`src/rtl/wbq_pkg.sv`:
```
// Shared types and helpers for the writeback queue.
// The entry data field is sized for the default XLEN. Narrower data
// widths are zero-extended into storage.
package wbq_pkg;

  localparam int REG_ADDR_W   = 5;
  localparam int XLEN_DEFAULT = 32;

  typedef struct packed {
    logic [REG_ADDR_W-1:0]   rd;
    logic [XLEN_DEFAULT-1:0] data;
  } wbq_entry_t;

  // Advance a ring pointer, wrapping at depth (depth is a power of two).
  function automatic int unsigned ptr_inc(input int unsigned ptr, input int unsigned depth);
    return (ptr + 1) % depth;
  endfunction

endpackage

```
`src/rtl/wbq_match.sv`:
```
// Hazard lookup for one decode source-register port.
// With WBQ_FORWARD_EN defined, it also returns the data of the youngest
// matching entry. Otherwise only the hit flag is produced.
module wbq_match
  import wbq_pkg::*;
#(
  parameter int DEPTH = 4,
  parameter int XLEN  = 32
) (
  input  wbq_entry_t                 i_entries [DEPTH],
  input  logic [DEPTH-1:0]           i_valid,
  input  logic [$clog2(DEPTH)-1:0]   i_head,
  input  logic [REG_ADDR_W-1:0]      i_query,
  output logic                       o_hit
`ifdef WBQ_FORWARD_EN
  ,
  output logic [XLEN-1:0]            o_data
`endif
);

  localparam int PTR_W = $clog2(DEPTH);

  // Walk the entries from oldest to youngest so that the last match seen wins.
  always_comb begin
    logic [PTR_W-1:0] idx;
    idx   = '0;
    o_hit = 1'b0;
`ifdef WBQ_FORWARD_EN
    o_data = '0;
`endif
    for (int k = 0; k < DEPTH; k++) begin
      idx = i_head + PTR_W'(k);
      if (i_valid[idx] && (i_query != '0) && (i_entries[idx].rd == i_query)) begin
        o_hit = 1'b1;
`ifdef WBQ_FORWARD_EN
        o_data = XLEN'(i_entries[idx].data);
`endif
      end
    end
  end

`ifndef WBQ_FORWARD_EN
  // Entry data is not needed for a stall-only lookup. Fold it away.
  logic [XLEN-1:0] w_unused_data;
  always_comb begin
    w_unused_data = '0;
    for (int k = 0; k < DEPTH; k++) w_unused_data = w_unused_data ^ XLEN'(i_entries[k].data);
  end
`endif

endmodule

```
`src/rtl/wb_queue.sv`:
```
// In-order writeback queue in front of the register-file write port.
// Optional feature macro: WBQ_FORWARD_EN (adds fwd_rs1/fwd_rs2 data outputs).
// Results that target x0 complete the handshake but are not stored.
module wb_queue
  import wbq_pkg::*;
#(
  parameter int DEPTH = 4,
  parameter int XLEN  = 32
) (
  input  logic                  clk,
  input  logic                  rst,
  input  logic                  in_valid,
  output logic                  in_ready,
  input  logic [REG_ADDR_W-1:0] in_rd,
  input  logic [XLEN-1:0]       in_data,
  input  logic                  wb_stall,
  output logic                  wb_wen,
  output logic [REG_ADDR_W-1:0] wb_addr,
  output logic [XLEN-1:0]       wb_data,
  input  logic [REG_ADDR_W-1:0] q_rs1,
  input  logic [REG_ADDR_W-1:0] q_rs2,
  output logic                  hit_rs1,
  output logic                  hit_rs2
`ifdef WBQ_FORWARD_EN
  ,
  output logic [XLEN-1:0]       fwd_rs1,
  output logic [XLEN-1:0]       fwd_rs2
`endif
);

  localparam int PTR_W = $clog2(DEPTH);
  localparam int CNT_W = PTR_W + 1;

  wbq_entry_t        r_mem [DEPTH];
  logic [PTR_W-1:0]  r_head;
  logic [PTR_W-1:0]  r_tail;
  logic [CNT_W-1:0]  r_count;

  logic              w_empty;
  logic              w_push;
  logic              w_pop;
  logic [DEPTH-1:0]  w_valid;

  // Ready depends only on the registered count, never on a same-cycle pop.
  assign w_empty  = (r_count == '0);
  assign in_ready = (r_count != CNT_W'(DEPTH));
  assign wb_wen   = !w_empty && !wb_stall;
  assign w_pop    = wb_wen;
  assign w_push   = in_valid && in_ready && (in_rd != '0);
  assign wb_addr  = w_empty ? '0 : r_mem[r_head].rd;
  assign wb_data  = w_empty ? '0 : XLEN'(r_mem[r_head].data);

  // Pointer and occupancy update. Pending entries are dropped on reset.
  always_ff @(posedge clk or negedge rst) begin
    if (!rst) begin
      r_head  <= '0;
      r_tail  <= '0;
      r_count <= '0;
    end else begin
      if (w_push) r_tail <= PTR_W'(ptr_inc(32'(r_tail), DEPTH));
      if (w_pop)  r_head <= PTR_W'(ptr_inc(32'(r_head), DEPTH));
      case ({w_push, w_pop})
        2'b10:   r_count <= r_count + CNT_W'(1);
        2'b01:   r_count <= r_count - CNT_W'(1);
        default: r_count <= r_count;
      endcase
    end
  end

  // Entry storage. Contents are qualified by the valid mask, so no reset is needed.
  always_ff @(posedge clk) begin
    if (w_push) r_mem[r_tail] <= '{rd: in_rd, data: XLEN_DEFAULT'(in_data)};
  end

  // An entry is live when its distance from the head is below the count.
  always_comb begin
    logic [PTR_W-1:0] off;
    off     = '0;
    w_valid = '0;
    for (int i = 0; i < DEPTH; i++) begin
      off        = PTR_W'(i) - r_head;
      w_valid[i] = ({1'b0, off} < r_count);
    end
  end

  wbq_match #(.DEPTH(DEPTH), .XLEN(XLEN)) u_match_rs1 (
    .i_entries (r_mem),
    .i_valid   (w_valid),
    .i_head    (r_head),
    .i_query   (q_rs1),
    .o_hit     (hit_rs1)
`ifdef WBQ_FORWARD_EN
    ,
    .o_data    (fwd_rs1)
`endif
  );

  wbq_match #(.DEPTH(DEPTH), .XLEN(XLEN)) u_match_rs2 (
    .i_entries (r_mem),
    .i_valid   (w_valid),
    .i_head    (r_head),
    .i_query   (q_rs2),
    .o_hit     (hit_rs2)
`ifdef WBQ_FORWARD_EN
    ,
    .o_data    (fwd_rs2)
`endif
  );

endmodule

```
`config.mk`:
```
export PLATFORM = sky130hd
export DESIGN_NAME = wb_queue
export DESIGN_NICKNAME = d
export VERILOG_FILES = /design/src/rtl/wbq_pkg.sv /design/src/rtl/wbq_match.sv /design/src/rtl/wb_queue.sv
export SDC_FILE = /design/constraint.sdc
export NUM_CORES = 1
export LEC_CHECK = 0
export ABC_AREA = 1
export BUFFER_PORTS_ARGS = -buffer_cell sky130_fd_sc_hd__buf_2
export CORE_AREA = 2 2 133 148
export DETAILED_ROUTE_END_ITERATION = 10
export DIE_AREA = 0 0 135 150
export GPL_ROUTABILITY_DRIVEN = 0
export PLACE_DENSITY = 0.63
export SETUP_SLACK_MARGIN = 0.1
export SLEW_MARGIN = 15
export SYNTH_ARGS = -nofsm -noshare
export SYNTH_HDL_FRONTEND = slang
export SYNTH_SLANG_ARGS = --single-unit
```
`constraint.sdc`:
```
create_clock -name clk -period 2.7 [get_ports clk]
set_clock_uncertainty 0.2 [all_clocks]
set_input_delay 0.54 -clock clk [delete_from_list [all_inputs] [get_ports clk]]
set_output_delay 0.54 -clock clk [all_outputs]
set_load 0.02 [all_outputs]
```
Word-level counts from Yosys, hierarchy flattened

Index checks and enable logic that the tools add are counted.

Bits in registers: 155

$lt $le $gt $ge: 14
Reductions and logical operators: 27
Equality and inequality tests: 11
Add/subtract/negate cells: 11
Multiplexer cells: 34
Bitwise logic cells: 5

Operators by type and width:

| kind                                                                         | number |
|---|---|
| 37-bit two-way mux                                                           | 9 |
| 37-bit binary-select mux with 2-bit select                                   | 4 |
| 148-bit bitwise mux                                                          | 1 |
| 37-bit demux with 2-bit select                                               | 1 |
| 5-bit == test                                                                | 8 |
| 32-bit two-way mux                                                           | 1 |
| 1-bit logical AND                                                            | 20 |
| 3-bit greater-or-equal comparator, second input constant                     | 5 |
| 2-bit inverter with 3-bit output                                             | 5 |
| 5-bit nonzero test                                                           | 3 |
| 2-bit by 3-bit less-than comparator with 1-bit output                        | 4 |
| 2-bit by 3-bit less-than comparator with 1-bit output, second input constant | 4 |
| 1-bit two-way mux                                                            | 12 |
| 1-bit binary-select mux with 2-bit select                                    | 4 |
| 2-bit by 1-bit adder with 2-bit output, second input constant                | 3 |
| 3-bit one-hot mux with 2 select lines                                        | 1 |
| 5-bit two-way mux                                                            | 1 |
| 2-bit adder, second input constant                                           | 2 |
| 1-bit by 2-bit subtractor with 2-bit output, first input constant            | 2 |
| 2-bit subtractor, first input constant                                       | 2 |
| 3-bit by 1-bit adder with 3-bit output, second input constant                | 1 |
| 3-bit logical NOT                                                            | 1 |
| 3-bit by 1-bit less-than comparator with 1-bit output, second input constant | 1 |
| 3-bit != test, second input constant                                         | 1 |
| 5 further kinds                                                              | 6 |

Longest topological paths before layout

Gate-level depths: netlist of run 1.

Depth in word-level cells: 10
Gate-level depth with buffers: 13
Gate-level depth less buffers: 11

Cells and area by module

Synthesis of run 1 repeated with hierarchy kept, for this count alone.

Cell total of the unflattened synthesis: 1,072
Area total of the unflattened synthesis: 8,543.2 µm²

Modules (own cells, without submodules):

| module    | cells each | instances | sequential area each (µm²) | area an instance (µm²) |
|---|---|---|---|---|
| wb_queue  | 546        | 1         | 4,619.4                    | 6,356.1 |
| wbq_match | 263        | 2         | 0.0                        | 1,093.5 |

Worst setup path before layout of run 1

No wires, ideal clock.

Kind: register to register
Start point: register r_count[0]
End point: register r_mem[0] (netlist name), enable pin
Stages on the path, launching flop included: 5
Library setup time: 0.431 ns
Buffers on the path: 0
Data arrival time: 2.575 ns
Path slack: -0.506 ns
Clock period less this slack: 3.206 ns
Required time: 2.069 ns
Cells stage by stage: dfrtp_1 inv_1 nand3_1 nand3_1 nor2_1

Word-level cells in the longest chain between the ends: 3

RTL lines:

| element                         | line           | source |
|---|---|---|
| from (decl)                     | wb_queue.sv:37 | `logic [CNT_W-1:0] r_count;` |
| from (signal assigned)          | wb_queue.sv:63 | `2'b10: r_count <= r_count + CNT_W'(1);` |
| from (signal assigned)          | wb_queue.sv:64 | `2'b01: r_count <= r_count - CNT_W'(1);` |
| from (signal assigned)          | wb_queue.sv:65 | `default: r_count <= r_count;` |
| 3-bit != test                   | wb_queue.sv:46 | `assign in_ready = (r_count != CNT_W'(DEPTH));` |
| named net in_ready              | wb_queue.sv:13 | `output logic in_ready,` |
| 1-bit logical AND (2 in series) | wb_queue.sv:49 | `assign w_push = in_valid && in_ready && (in_rd != '0);` |
| to (signal, indexed assignment) | wb_queue.sv:72 | `if (w_push) r_mem[r_tail] <= '{rd: in_rd, data: XLEN_DEFAULT'(in_data)};` |
| to (decl)                       | wb_queue.sv:34 | `wbq_entry_t r_mem [DEPTH];` |

The timed path passes the listed nets, and every way through them passes these cells.
A chain may end at the register's enable or synchronous reset.

Final worst setup path of run 1

Start point: register r_head[0]
End point: output hit_rs1

Word-level cells in the longest chain between the ends: 10
Elaborated cells between the ends (all ways): 51
Those cells by class: add/sub: 7; order compare: 4; eq/ne: 4; mux: 24; bitwise: 4; reduce/logical: 8

RTL lines:

| element                                                                             | line            | source |
|---|---|---|
| from (decl)                                                                         | wb_queue.sv:35  | `logic [PTR_W-1:0] r_head;` |
| from (signal assigned)                                                              | wb_queue.sv:61  | `if (w_pop) r_head <= PTR_W'(ptr_inc(32'(r_head), DEPTH));` |
| 1-bit by 2-bit subtractor with 2-bit output, or another cell as far along           | wb_queue.sv:81  | `off = PTR_W'(i) - r_head;` |
| 2-bit by 3-bit less-than comparator with 1-bit output, or another cell as far along | wb_queue.sv:82  | `w_valid[i] = ({1'b0, off} < r_count);` |
| 1-bit binary-select mux with 2-bit select, or another cell as far along             | wbq_match.sv:33 | `if (i_valid[idx] && (i_query != '0) && (i_entries[idx].rd == i_query)) begin` |
| 1-bit two-way mux (implied by the code) or 37-bit two-way mux (tied branches)       | wbq_match.sv:33 |  |
| 1-bit logical AND, or another cell as far along                                     | wbq_match.sv:33 |  |
| 1-bit logical AND or 5-bit == test (tied branches)                                  | wbq_match.sv:33 |  |
| 1-bit two-way mux or 1-bit logical AND (tied branches)                              | wbq_match.sv:33 |  |
| 1-bit two-way mux (2 in series)                                                     | wbq_match.sv:33 |  |
| 1-bit two-way mux (*)                                                               | wbq_match.sv:33 |  |
| to (decl)                                                                           | wb_queue.sv:22  | `output logic hit_rs1,` |

Mark *: on every way between the ends. The rest lies on a longest branch, timed or not. The select of a mux whose other input is x is not followed.

==> impl_metrics.env, run 1 <==
export IMPL_synth_area_um2=7350
export IMPL_synthesis_nets=748
export IMPL_clkPwrFrac_pct=18.7
export IMPL_cts_buffers=17
export IMPL_vias_per_cell=5.25
export IMPL_hp_class="input pin to flip-flop"
export IMPL_critPathKind="flip-flop to output pin"
export IMPL_p_leak_nw=3.74
export IMPL_finalPower_w=0.0127
export IMPL_reg2reg_depth=7
export IMPL_timing_slew_headroom_pct=35.5
export IMPL_drtAntennaViolNets=0
export IMPL_yosysSeqAreaShare_pct=62.9
export IMPL_syn_area_per_cell_um2=10.7
export IMPL_grt_max_degree=55
export IMPL_synth_edf_count=148
export IMPL_arrival_ns=2.27
export IMPL_path_buf_inv=3
export IMPL_fin_crit_sh_pct=112
export IMPL_power_density_nw_per_um2=1320
export IMPL_nFillCells=1645
export IMPL_worst_pin_slew_ns=0.967
export IMPL_cts_buffer_depth=2
export IMPL_synthArstFlopShare_pct=4.52
export IMPL_drtIter0Drc=346
export IMPL_ys_warnings_count=0
export IMPL_grt_pass1_vias=5416
export IMPL_antenna_found_initial=2
export IMPL_rows=53
export IMPL_core_um2=18800
export IMPL_drt_total_wl_um=18500
export IMPL_endpoint_kind="output pin"
export IMPL_port_buffer_count=91
export IMPL_clk_latency_ns=0.41
export IMPL_p_sw_w=0.00543
export IMPL_drive_gt1_share_pct=30.9
export IMPL_synth_mux_area_share_pct=0
export IMPL_switching_share_pct=42.7
export IMPL_h_tree_depth=4
export IMPL_track_usage_pct=17.8
export IMPL_cp_required_ns=1.96
export IMPL_max_cap_violations=0
export IMPL_synth_distinct_cells=31
export IMPL_start_kind="flip-flop"
export IMPL_dp_slack_ns=0.0146
export IMPL_wl_per_cell_um=17.3
export IMPL_num_vias=5632
export IMPL_seq_power_share_pct=26.6
export IMPL_synth_main_ff_cell="edfxtp_1"
export IMPL_outcome="complete, but fails checks"
export IMPL_regArea_um2=4620
export IMPL_max_clock_freq_mhz=332
export IMPL_io_pin_count=92
export IMPL_cp_slowest_cell="dfrtp_2"
export IMPL_min_delay_path_depth=1
export IMPL_grt_first_pass_wirelength_um=27400
export IMPL_synth_seq_cells=155
export IMPL_design_area_um2=9640
export IMPL_p_int_w=0.00729
export IMPL_cpLargestDelayFamily="simple AND/OR/NAND/NOR gates"
export IMPL_synth_simple_area_share_pct=21.7
export IMPL_synth_compound_gate_area_share_pct=6.78
export IMPL_violations="negative setup slack"
export IMPL_clock_sinks=155
export IMPL_clkTransAtPathRegs_ns=0.06
export IMPL_setup_violations_final=32
export IMPL_synth_adder_area_share_pct=1.80
export IMPL_dp_final_hpwl_um=11000
export IMPL_overflow=0
export IMPL_cpPeakStageDelay_ns=0.48
export IMPL_synth_xor_area_share_pct=1.91
export IMPL_start_util_pct=39.0
export IMPL_drtPass1Iterations=7
export IMPL_placed_area_um2=8230
export IMPL_finalHoldViolations=0
export IMPL_synth_top_family_by_area="simple AND/OR/NAND/NOR gates"
export IMPL_slew_viol_final=0
export IMPL_netlist_instances=687
export IMPL_die_h_um=150
export IMPL_fp_dieW_um=135
export IMPL_min_period_ns=3.01
export IMPL_final_nets=872
export IMPL_cts_root_buffer="clkbuf_16"
export IMPL_finalWorstSetupSlack_ns=-0.313
export IMPL_dieArea_um2=20300
export IMPL_drc=0
export IMPL_cp_depth=9
export IMPL_whs_ns=0.127
export IMPL_cp_common_cell="o21ai_2"
export IMPL_multi_input_area_um2=2770
export IMPL_crit_fanout=13
export IMPL_vdd_drop_max_v=0.000646
export IMPL_cts_tree="done"
export IMPL_syn_to_final_growth_pct=31.2
export IMPL_worstPathCellList="buf_12 > clkbuf_16 > or2_2 > o21ai_2 > o21ai_2 > xor2_1 > nand3_1 > nand4_1 > buf_4"
export IMPL_rsz0062_at_grt="true"
export IMPL_comb_power_share_pct=54.7
## final cells by class
| cell class | instances | share of cell area, % |
|---|---|---|
| clock buffers | 17 | 4.41 |
| diodes | 1 | 0.0260 |
| inverters | 36 | 1.66 |
| multi-input cells | 461 | 28.8 |
| well taps | 247 | 3.20 |
| repair buffers | 140 | 12.2 |
| clock inverters | 15 | 1.80 |
| flip-flops and latches | 155 | 47.9 |
## routing by layer
metal / wire, um / track usage [%] / vias to the layer above
li1: - / - / 2741
met4: 357 / 7.08 / 2
met1: 7670 / 21.5 / 2677
met3: 1160 / 4.13 / 23
met2: 9310 / 30.6 / 189
met5: 12 / 0 / -
## flip-flops by register name, indices dropped and copies added, names as in the netlist
signal,cells
r_tail,2
r_head,2
r_count,3
r_mem,148
## logic make-up after synthesis
family | Yosys count
AND/OR/NAND/NOR | 360
flip-flops | 155
AO/OA/AOI/OAI | 74
buffers and inverters | 72
XOR/XNOR | 16
adder cells (fa/ha/maj) | 10
## power by group through the flow
stage,registers (W),clock network (W),logic [W]
2_1_floorplan,0.00335,0,0.00379
3_3_place_gp,0.00338,0,0.00544
3_5_place_dp,0.00338,0,0.00545
4_1_cts,0.00335,0.00241,0.00602
5_1_grt,0.00342,0.00250,0.00757
6_report,0.00338,0.00238,0.00696
## synthesized netlist by cell type (2+ instances only)
library cell	number	share of area (%)
nand2_2	6	0.51
dfrtp_1	7	2.4
clkbuf_1	7	0.36
a22oi_1	32	3.3
o21ai_1	2	0.14
edfxtp_1	148	60
o21ai_0	4	0.27
buf_4	3	0.31
buf_2	14	0.95
nor2_1	31	1.6
nand3_1	160	11
buf_1	5	0.26
xor2_1	15	1.8
ha_1	9	1.5
nor3_1	4	0.27
inv_1	33	1.7
nand2_1	152	7.8
o21ai_2	2	0.24
a21oi_1	2	0.14
buf_6	6	0.92
nand4_1	4	0.34
a31oi_1	32	2.7
## worst paths after layout
path | from | to | slack [ns]
max in group asynchronous | rst | r_head[1]$_DFFE_PN0P_ | 1.83
worst min-delay path | in_data[8] | r_mem[82]$_DFFE_PP_ | 0.13
worst max register to register | r_count[1]$_DFFE_PN0P_ | r_mem[58]$_DFFE_PP_ | 0.22
worst max-delay path | r_head[0]$_DFFE_PN0P_ | hit_rs1 | -0.31
worst min register to register | r_count[1]$_DFFE_PN0P_ | r_count[1]$_DFFE_PN0P_ | 0.40
min in group asynchronous | rst | r_head[0]$_DFFE_PN0P_ | 0.30
## timing repair
action / in CTS / in global routing
cloned: 1 / 5
resized for setup: 55 / 84
pin swaps: 18 / 46
setup buffers: 6 / 10
hold endpoints to repair: 7 / 0
setup endpoints to repair: 34 / 45
hold buffers: 1 / 0
## metrics by stage
| stage | util, % | std cells | TNS (ns) |
|---|---|---|---|
| 6_report | 51.2 | 1072 | -2.48 |
| 5_1_grt | 51.2 | 1072 | -4.80 |
| 3_3_place_gp | 43.7 | 1016 | 0 |
| 3_5_place_dp | 43.7 | 1016 | 0 |
| 4_1_cts | 48.4 | 1056 | -1.83 |
| 2_1_floorplan | - | 687 | -74.94 |
## cells in the final DEF (no fill, tap or decap), types with 4 or more instances in the layout
| cell | netlist | final |
|---|---|---|
| buf_2 | 14 | 63 |
| nor2_4 | 0 | 5 |
| nand3_1 | 160 | 148 |
| a31oi_1 | 32 | 29 |
| clkbuf_16 | 0 | 20 |
| nor2_1 | 31 | 25 |
| xor2_1 | 15 | 15 |
| inv_1 | 33 | 31 |
| buf_12 | 0 | 12 |
| a22oi_2 | 0 | 28 |
| buf_4 | 3 | 50 |
| nand2_1 | 152 | 138 |
| nand2_2 | 6 | 13 |
| edfxtp_1 | 148 | 148 |
| nand2_4 | 1 | 8 |
| a22oi_1 | 32 | 4 |
| inv_6 | 1 | 9 |
| nand3_4 | 0 | 4 |
| buf_6 | 6 | 8 |
| dfrtp_1 | 7 | 5 |
| nand4_1 | 4 | 4 |
| nand3_2 | 1 | 9 |
| ha_1 | 9 | 7 |
Power figures use the tool's default switching activity.
==> run 2, diff against run 1 <==
--- a/config.mk
+++ b/config.mk
@@ -7,11 +7,11 @@
 export LEC_CHECK = 0
 export ABC_AREA = 1
 export BUFFER_PORTS_ARGS = -buffer_cell sky130_fd_sc_hd__buf_2
-export CORE_AREA = 2 2 133 148
+export CORE_AREA = 2 2 119 133
 export DETAILED_ROUTE_END_ITERATION = 10
-export DIE_AREA = 0 0 135 150
+export DIE_AREA = 0 0 121 135
 export GPL_ROUTABILITY_DRIVEN = 0
-export PLACE_DENSITY = 0.63
+export PLACE_DENSITY = 0.75
 export SETUP_SLACK_MARGIN = 0.1
 export SLEW_MARGIN = 15
 export SYNTH_ARGS = -nofsm -noshare
==> impl_metrics.env, run 2 (synthesis gave the netlist of run 1 again) <==
export IMPL_crit_fanout=5
export IMPL_setup_violations_final=34
export IMPL_regArea_um2=4620
export IMPL_vdd_drop_max_v=0.000868
export IMPL_drtAntennaViolNets=0
export IMPL_dp_final_hpwl_um=10300
export IMPL_cts_root_buffer="clkbuf_16"
export IMPL_dieArea_um2=16300
export IMPL_hp_class="input pin to flip-flop"
export IMPL_core_um2=14900
export IMPL_io_pin_count=92
export IMPL_overflow=0
export IMPL_arrival_ns=2.25
export IMPL_final_cells=1015
export IMPL_multi_input_area_um2=2570
export IMPL_largest_reg_flops=148
export IMPL_worst_pin_slew_ns=1.24
export IMPL_min_period_ns=2.99
export IMPL_h_tree_depth=4
export IMPL_drive_gt1_share_pct=25.1
export IMPL_final_nets=866
export IMPL_port_buffer_count=91
export IMPL_grt_pass1_vias=5451
export IMPL_drtIter0Drc=440
export IMPL_clock_sinks=155
export IMPL_cts_tree="done"
export IMPL_fp_dieW_um=121
export IMPL_start_util_pct=49.4
export IMPL_vias_per_cell=5.56
export IMPL_outcome="complete, but fails checks"
export IMPL_num_vias=5644
export IMPL_max_cap_violations=0
export IMPL_nFillCells=1174
export IMPL_final_common_cell="nand3_1"
export IMPL_drc=0
export IMPL_rsz0062_at_grt="true"
export IMPL_grt_max_degree=65
export IMPL_finalWorstSetupSlack_ns=-0.286
export IMPL_critPathKind="flip-flop to output pin"
export IMPL_timing_slew_headroom_pct=17.5
export IMPL_drt_total_wl_um=17600
export IMPL_clkTransAtPathRegs_ns=0.06
export IMPL_track_usage_pct=21.2
export IMPL_grt_first_pass_wirelength_um=26500
export IMPL_final_cell_mix="149 x nand3_1, 148 x edfxtp_1, 146 x nand2_1"
export IMPL_rows=47
export IMPL_antenna_found_initial=1
export IMPL_p_leak_nw=3.62
export IMPL_start_kind="flip-flop"
export IMPL_die_h_um=135
export IMPL_clk_latency_ns=0.42
export IMPL_slew_viol_final=0
export IMPL_violations="negative setup slack"
export IMPL_finalHoldViolations=0
export IMPL_wl_per_cell_um=17.4
export IMPL_power_density_nw_per_um2=1300
export IMPL_reg_largest_list="r_mem: 148 flops, r_count: 3 flops"
export IMPL_cp_required_ns=1.96
export IMPL_endpoint_kind="output pin"
export IMPL_max_clock_freq_mhz=335
export IMPL_drtPass1Iterations=6
export IMPL_fin_crit_sh_pct=111
export IMPL_regMostFlops="r_mem"
export IMPL_place_inst=967
export IMPL_cts_buffer_depth=2
export IMPL_syn_to_final_growth_pct=24.1
export IMPL_cts_buffers=17
export IMPL_final_core_util_pct=61.3
-- run 2: repair_timing --
item | in CTS | in global routing
hold endpoints to repair | 7 | 0
hold buffers | 1 | 0
setup endpoints to repair | 43 | 52
gates cloned | 1 | 3
buffers inserted | 6 | 4
gates resized for setup | 21 | 28
pin swaps | 7 | 13
-- run 2: cell type report --
| class | count | area share [%] |
|---|---|---|
| well taps | 196 | 2.69 |
| clock inverters | 15 | 2.18 |
| diodes | 1 | 0.0274 |
| multi-input cells | 463 | 28.2 |
| inverters | 36 | 1.59 |
| repair buffers | 132 | 9.99 |
| flip-flops and latches | 155 | 50.7 |
| clock buffers | 17 | 4.66 |
-- run 2: worst paths after layout --
| kind | end | cells after the start | slack (ns) | from |
|---|---|---|---|---|
| max in group asynchronous | r_head[1]$_DFFE_PN0P_ | 2 | 1.81 | rst |
| setup reg to reg | r_mem[79]$_DFFE_PP_ | 5 | 0.26 | r_count[1]$_DFFE_PN0P_ |
| hold reg to reg | r_count[0]$_DFFE_PN0P_ | 2 | 0.40 | r_count[0]$_DFFE_PN0P_ |
| hold / removal | r_mem[84]$_DFFE_PP_ | 1 | 0.13 | in_data[10] |
| min in group asynchronous | r_count[2]$_DFFE_PN0P_ | 2 | 0.32 | rst |
| setup / recovery | hit_rs2 | 12 | -0.29 | r_head[1]$_DFFE_PN0P_ |
-- run 2: layer usage --
metal	vias to the layer above	wire [um]	track usage, %
met2	217	9070	38.1
met1	2673	7020	23.7
met4	0	345	8.72
li1	2719	-	-
met5	-	0	0
met3	35	1190	5.70
-- run 2: power by group --
part	internal [W]	total (W)	switching, W
Clock	0.00154	0.00245	0.000908
Combinational	0.00212	0.00611	0.00399
Sequential	0.00317	0.00334	0.000164
-- run 2: per-stage QoR --
stage          worst slack [ns]  setup TNS (ns)  area, um2  power, W  hold WS [ns]
6_report                 -0.286           -4.69       9120    0.0119         0.135
4_1_cts                  -0.161           -2.33       8940    0.0115         0.119
2_1_floorplan            -0.506          -74.94       7350   0.00714        0.0444
3_3_place_gp            -0.0378          -0.330       8130   0.00868         0.189
3_5_place_dp            -0.0875          -0.789       8130   0.00876         0.190
5_1_grt                  -0.419           -8.27       9120    0.0126         0.130
-- run 2: worst max-delay path, cell delays in order, from the launching register on --
cell and delay (ns):
dfrtp_2 0.48, inv_6 0.10, buf_4 0.14, ha_4 0.21, nor2_1 0.11, nand2_1 0.11, nand3_2 0.08, nand3_1 0.10
nand2_2 0.10, nor2_1 0.04, nand3_1 0.09, nand4_1 0.12, buf_6 0.15
